**src/rtl/cp0_ctrl.sv**
```systemverilog
// Coprocessor-0 responder: SR/Cause/EPC/PRId storage, mfc0/mtc0/eret service,
// and a single-cycle handler request combining level interrupts with M-stage exceptions.
module cp0_ctrl #(
   parameter logic [31:0] EXC_ENTRY = 32'h0000_4180,
   parameter logic [31:0] PRID      = 32'h2022_0007
) (
   input  logic        clk,
   input  logic        reset,
   input  logic [5:0]  hw_int,
   input  logic [4:0]  sel,
   input  logic [31:0] wdata,
   input  logic        we,
   input  logic [31:0] pc_m,
   input  logic        bd_m,
   input  logic [4:0]  exc_m,
   input  logic        eret_m,
   output logic [31:0] rdata,
   output logic        req,
   output logic [31:0] handler_pc,
   output logic [31:0] epc_out
);

   localparam logic [4:0] SEL_SR    = 5'd12;
   localparam logic [4:0] SEL_CAUSE = 5'd13;
   localparam logic [4:0] SEL_EPC   = 5'd14;
   localparam logic [4:0] SEL_PRID  = 5'd15;

   logic [5:0]  im_q, im_d;
   logic        exl_q, exl_d;
   logic        ie_q, ie_d;
   logic        bd_q, bd_d;
   logic [5:0]  ip_q, ip_d;
   logic [4:0]  exc_code_q, exc_code_d;
   logic [31:2] epc_q, epc_d;

   logic int_req;
   logic exc_req;
   logic unused_pc_lsb;

   // Interrupts look at the live lines so a request is raised in the same cycle it appears.
   assign int_req = (|(hw_int & im_q)) & ie_q & ~exl_q;
   assign exc_req = (exc_m != 5'd0) & ~exl_q;
   assign req     = int_req | exc_req;

   assign handler_pc    = EXC_ENTRY;
   assign epc_out       = {epc_q, 2'b00};
   assign unused_pc_lsb = ^pc_m[1:0];

   always_comb begin
      im_d       = im_q;
      exl_d      = exl_q;
      ie_d       = ie_q;
      bd_d       = bd_q;
      ip_d       = hw_int;
      exc_code_d = exc_code_q;
      epc_d      = epc_q;
      // A taken request flushes the M-stage instruction, so its eret or mtc0 is dropped.
      if (req) begin
         exl_d      = 1'b1;
         exc_code_d = int_req ? 5'd0 : exc_m;
         bd_d       = bd_m;
         epc_d      = bd_m ? (pc_m[31:2] - 30'd1) : pc_m[31:2];
      end else if (eret_m) begin
         exl_d = 1'b0;
      end else if (we) begin
         case (sel)
            SEL_SR: begin
               im_d  = wdata[15:10];
               exl_d = wdata[1];
               ie_d  = wdata[0];
            end
            SEL_EPC: epc_d = wdata[31:2];
            default: ;
         endcase
      end
   end

   always_ff @(posedge clk or negedge reset) begin
      if (!reset) begin
         im_q       <= 6'd0;
         exl_q      <= 1'b0;
         ie_q       <= 1'b0;
         bd_q       <= 1'b0;
         ip_q       <= 6'd0;
         exc_code_q <= 5'd0;
         epc_q      <= 30'd0;
      end else begin
         im_q       <= im_d;
         exl_q      <= exl_d;
         ie_q       <= ie_d;
         bd_q       <= bd_d;
         ip_q       <= ip_d;
         exc_code_q <= exc_code_d;
         epc_q      <= epc_d;
      end
   end

   always_comb begin
      rdata = 32'd0;
      case (sel)
         SEL_SR:    rdata = {16'd0, im_q, 8'd0, exl_q, ie_q};
         SEL_CAUSE: rdata = {bd_q, 15'd0, ip_q, 3'd0, exc_code_q, 2'b00};
         SEL_EPC:   rdata = {epc_q, 2'b00};
         SEL_PRID:  rdata = PRID;
         default:   rdata = 32'd0;
      endcase
   end

endmodule

```
**config.mk**
```make
export PLATFORM = sky130hd
export DESIGN_NAME = cp0_ctrl
export DESIGN_NICKNAME = d
export VERILOG_FILES = /design/src/rtl/cp0_ctrl.sv
export SDC_FILE = /design/constraint.sdc
export NUM_CORES = 1
export LEC_CHECK = 0
export ABC_AREA = 0
export CAP_MARGIN = 10
export CORE_MARGIN = 5
export CORE_UTILIZATION = 35
export DETAILED_ROUTE_END_ITERATION = 7
export PLACE_DENSITY = 0.78
export SYNTH_ARGS = -nofsm -noshare
export SYNTH_HDL_FRONTEND = slang
export SYNTH_SLANG_ARGS = --single-unit
```
**constraint.sdc**
```tcl
create_clock -name clk -period 2.05 [get_ports clk]
set_input_delay 0.205 -clock clk [delete_from_list [all_inputs] [get_ports clk]]
set_output_delay 0.205 -clock clk [all_outputs]
set_load 0.03 [all_outputs]
```
# == Yosys cells after proc, flatten, opt, wreduce, memory -nomap -nowiden ==
# Cells that the tools add are included.
# classes
add_sub_neg,1
reduce_logical,9
n_eq_ne,5
mux,11
bitwise,8
# ops
op,n
$mux W30,5
$pmux W32 S4,1
$sub A30 B1 Y30 const B,1
$eq A5 B4 Y1 const B,4
$and A6 B6 Y6,1
$reduce_bool A3 Y1,2
$reduce_or A6 Y1,1
$mux W5,1
$reduce_bool A5 Y1,1
$mux W1,4
$reduce_and A4 Y1,1
$reduce_bool A2 Y1,2
$and A1 B1 Y1,3
$not A1 Y1,3
$reduce_and A3 Y1,1
$ne A2 B1 Y1 const B,1
$reduce_and A2 Y1,1
$or A1 B1 Y1,1
# totals
wordCells,41
inputBits,85
output_inout_bits,97
register_bits,50

# == Depth between registers and ports, before layout ==
# logic_depth
word_depth,7
mapped_depth,7
mapped_depth_nobuf,6

# == Worst setup path before layout ==
# OpenSTA, ideal clock, no wires.
# synth_timing
path_kind,reg2reg
start,register exl_q
end,register epc_q[23] in the netlist's numbering
t_required_ns,1.891
synth_period_minus_slack_ns,2.026
n_path_buf,2
setup_ns,0.159
path_stages_with_launch,7
arrival_ns,1.867
slack_ns,0.024
path_cell_list,dfrtp_1 -> clkbuf_1 -> a311oi_2 -> nor2_1 -> inv_2 -> buf_1 -> a31oi_1
# synth_between
elab_chain_cells,5
elab_cells_between_ends,9
cone_classes,eq/ne (1); mux (1); bitwise (4); reduce/logical (3)
# synth_rtl
element,line,text
"start, declared",29,"logic exl_q, exl_d;"
"start signal, assigned",89,exl_q <= exl_d;
$not A1 Y1 (*),"41, 42",
$and A1 B1 Y1 (on tied branches),"41, 42",
$or A1 B1 Y1 (*),43,assign req = int_req | exc_req;
via req,18,"output logic req,"
$ne A2 B1 Y1 (no line) / $reduce_bool A2 Y1 (equally long branches),--,
$reduce_and A3 Y1 (no line),--,
"end signal, assigned",94,epc_q <= epc_d;
"end, declared",34,"logic [31:2] epc_q, epc_d;"
# Mark *: on every way through the listed nets, which the timed path passes. The rest lies on a longest branch.
# A chain may end at the register's enable or synchronous reset.

# == Worst setup path after layout ==
# layout_timing
start,input pc_m[11]
end,register epc_q[30] in the netlist's numbering
# layout_between
elab_chain_cells,3
# layout_rtl
element,line,text
"start, declared",13,"input logic [31:0] pc_m,"
$sub A30 B1 Y30,62,epc_d = bd_m ? (pc_m[31:2] - 30'd1) : pc_m[31:2];
$mux W30,62,
$mux W30,58,if (req) begin
# Every way passes these cells.

==> results.yml <==
logic_synthesis:
  yosys-top-cells-area: "dfrtp_1, mux2i_1, buf_4"
  synth.cell_area_um2: 3719
  ys.flop_type: "dfrtp_1"
  async_reset_ff_frac: 1.000
  synth_seq_cells: 50
  syn_avg_cell_area_um2: 9.070
  yosysWarnings: 0
  syn_inst: 410
  synth_top_area_share: 0.3365
  ys_types: 45
  synth_edf_count: 0
  yosys.area.top_type: "dfrtp_1"
  ys_seq_area_frac: 0.3365
power_and_ir_drop:
  peakVddDrop_v: 0.0006020
  power_leakage_nw: 2.557
  power_switching_mw: 2.491
  p_sw_frac: 0.4397
  total_power_mw: 5.666
  pwr-share-seq: 0.317
  clkPwrFrac: 0.132
  p_int_mw: 3.174
  p_per_area_nw_per_um2: 953.1
  power_frac_comb: 0.550
floorplan:
  die_w_um: 113.1
  ios: 182
  die_area_um2: 12790
  core_um2: 10320
  dieHeight_um: 113.1
  rows: 37
  floorplan.initialDensity: 0.3602
drt:
  ant_nets: 0
  drcViolationCount: 0
  drt_iter0_drc: 187
  vias: 4005
  first_pass_iters: 4
  avgRoutedWirePerCell_um: 18.46
  routed_wl_mm: 13.75
  viasPerCell: 5.376
global_routing:
  grtUsageTotal: 0.2020
  grt_max_degree: 51
  antenna_found_initial: 0
  grt_pass1_wl_mm: 20.78
  overflow: 0
  grt_pass1_vias: 4024
timing:
  setup_ws_ns: 0.04018
  setup-violations-final: 0
  rsz0062_at_grt: "false"
  slew_headroom: 0.6678
  post-route-period-util: 0.9804
  clock.fmax_ghz: 0.4976
  fin_crit_ns: 2.010
  skew_ns: 0.008186
  tightest_slew_ns: 0.4960
  whs_ns: 0.3385
  hold_violations: 0
  report.final.slew_viol_count: 0
clock_network:
  numClockSinks: 50
  cts_inserted_buffers: 5
  cts_root_buffer: "clkbuf_8"
  clk_pin_slew_ns: 0.10
  clk_latency_ns: 0.32
  h-tree-depth: 2
  clock_path_buffers: 2
  cts_tree: "yes"
critical_path:
  crit_cells: 5
  crit_arrival_ns: 2.25
  start_kind: "input pin"
  cp_slowest_cell: "or4_4"
  crit_required_ns: 2.29
  crit_type: "in -> reg"
  cp_cell_sequence: "dlygate4sd2_1 > or4_4 > or4_4 > or4_4 > a31oi_1"
  crit_family: "simple AND/OR/NAND/NOR gates"
  r2r_cells: 6
  critPathMaxFanout: 7
  crit_top_cell: "or4_4"
  critPathBufInv: 1
  cpPeakStageDelay_ns: 0.58
  end_kind: "register"
worst_hold_path:
  hp-class: "in -> reg"
  hold_path_depth: 4
finish:
  final_nets: 694
  register_area_um2: 1251
  area_growth_pct: 59.86
  num_antenna_cells: 0
  layout-drive-gt1-share: 0.2709
  multi_input_area_um2: 2328
  nFillCells: 935
placed_design:
  place_hpwl_mm: 10.74
  port_buffers: 145
  gp_congestion: 0.8697
  post-place-ws_ns: -0.5021
status:
  status: "completed"
job:
  drv_cap: 0
[cell usage in the layout (no fill, tap or decap), drive strengths merged, types with 2 or more instances in the layout]
| master | synthesis | final |
|---|---|---|
| nand2 | 8 | 8 |
| inv | 4 | 5 |
| a22oi | 8 | 8 |
| nor2 | 29 | 29 |
| o31ai | 25 | 25 |
| o21ai | 9 | 9 |
| and3 | 15 | 15 |
| nand2b | 4 | 4 |
| or3 | 12 | 12 |
| nor3 | 7 | 7 |
| mux2i | 31 | 31 |
| a31oi | 18 | 18 |
| buf | 41 | 114 |
| or4b | 2 | 2 |
| o41ai | 3 | 3 |
| nand4 | 19 | 19 |
| or2 | 3 | 3 |
| a21oi | 10 | 10 |
| nor4 | 5 | 5 |
| or4 | 17 | 17 |
| xor2 | 5 | 5 |
| mux2 | 10 | 10 |
| a21o | 5 | 5 |
| nor4bb | 17 | 17 |
| conb | 2 | 34 |
| xnor2 | 7 | 7 |
| nand3 | 3 | 3 |
| nor3b | 5 | 5 |
| dlymetal6s2s | 0 | 5 |
| nor2b | 3 | 3 |
| dfrtp | 50 | 50 |
| clkdlybuf4s50 | 0 | 101 |
| dlygate4sd2 | 0 | 5 |
| clkbuf | 26 | 5 |
[cells by family (layout without fill, tap and decap cells)]
logic type,after synthesis,count (layout),share of synthesized area
and+or+nand+nor,154,154,0.2648
other,2,34,0.002020
muxes,41,41,0.1137
AOI/OAI and AO/OA,79,79,0.1437
DFF,50,50,0.3365
xor gates and xnor gates,12,12,0.02826
buffers and inverters,71,238,0.1077
adders and majority gates,1,1,0.003364
[cell type report]
| class | instances | share of cell area |
|---|---|---|
| Timing Repair Buffer | 226 | 0.3465 |
| Multi-Input combinational cell | 321 | 0.3917 |
| Sequential cell | 50 | 0.2105 |
| Tap cell | 136 | 0.02863 |
| Clock inverter | 3 | 0.008209 |
| Inverter | 4 | 0.002947 |
| Clock buffer | 5 | 0.01158 |
[routing by layer]
layer / up-vias / wire (µm) / GRT usage
met4: 0 / 396 / 0.07372
met2: 179 / 6859 / 0.3381
li1: 1886 / - / -
met3: 24 / 823 / 0.02781
met1: 1916 / 5674 / 0.2660
met5: - / 0 / 0
[state kept, by name (all words and copies together) (netlist names)]
name        flops
bd_q            1
epc_q          30
exc_code_q      5
exl_q           1
ie_q            1
im_q            6
ip_q            6
[synth_stat cells, types with 8 or more instances]
library cell,instances
clkbuf_1,25
o31ai_1,25
nand4_1,19
or4_1,14
nor2_1,29
mux2_2,10
and3_1,15
dfrtp_1,50
nor4bb_1,17
or3_1,11
a22oi_1,8
a21oi_1,10
o21ai_0,9
a31oi_1,18
mux2i_1,31
buf_4,34
nand2_1,8
[per-stage QoR]
step	std cells	cell area [µm²]	TNS, ns	util
CTS	744	5844	0	0.5661
global placement	733	5650	-9.050	0.5473
finish	745	5944	0	0.5758
detailed placement	733	5650	-9.158	0.5473
floorplan	442	3839	0	-
global route	745	5944	0	0.5758
[worst paths after layout]
path / startpoint / end / slack (ns)
hold / removal: pc_m[7] / epc_q[7] / 0.34
hold reg to reg: exc_code_q[0] / exc_code_q[0] / 0.49
max in group asynchronous: reset / epc_q[29] / 1.41
min in group asynchronous: reset / im_q[5] / 0.40
setup / recovery: pc_m[11] / epc_q[30] / 0.04
setup reg to reg: im_q[5] / im_q[2] / 0.20
[power by group through the flow]
stage | clock [mW] | combinational (mW) | sequential, mW
finish | 0.750 | 3.12 | 1.80
global route | 0.795 | 3.30 | 1.85
CTS | 0.758 | 3.10 | 1.79
detailed placement | 0 | 3.07 | 1.79
global placement | 0 | 3.02 | 1.79
floorplan | 0 | 1.16 | 2.22
[tightest hold or removal path, stage by stage]
cell and delay, ns:
dlymetal6s2s_1 0.10, buf_4 0.13, xnor2_1 0.11, mux2i_1 0.07
[timing repair]
action | 4_1_cts | 5_1_grt
pin swaps | 10 | 14
resized for setup | 16 | 21
setup buffers | 2 | 1
hold endpoints to repair | 50 | 0
setup endpoints to repair | 19 | 20
hold buffers | 1 | 0
No activity file was read; power rests on OpenSTA's default activity.
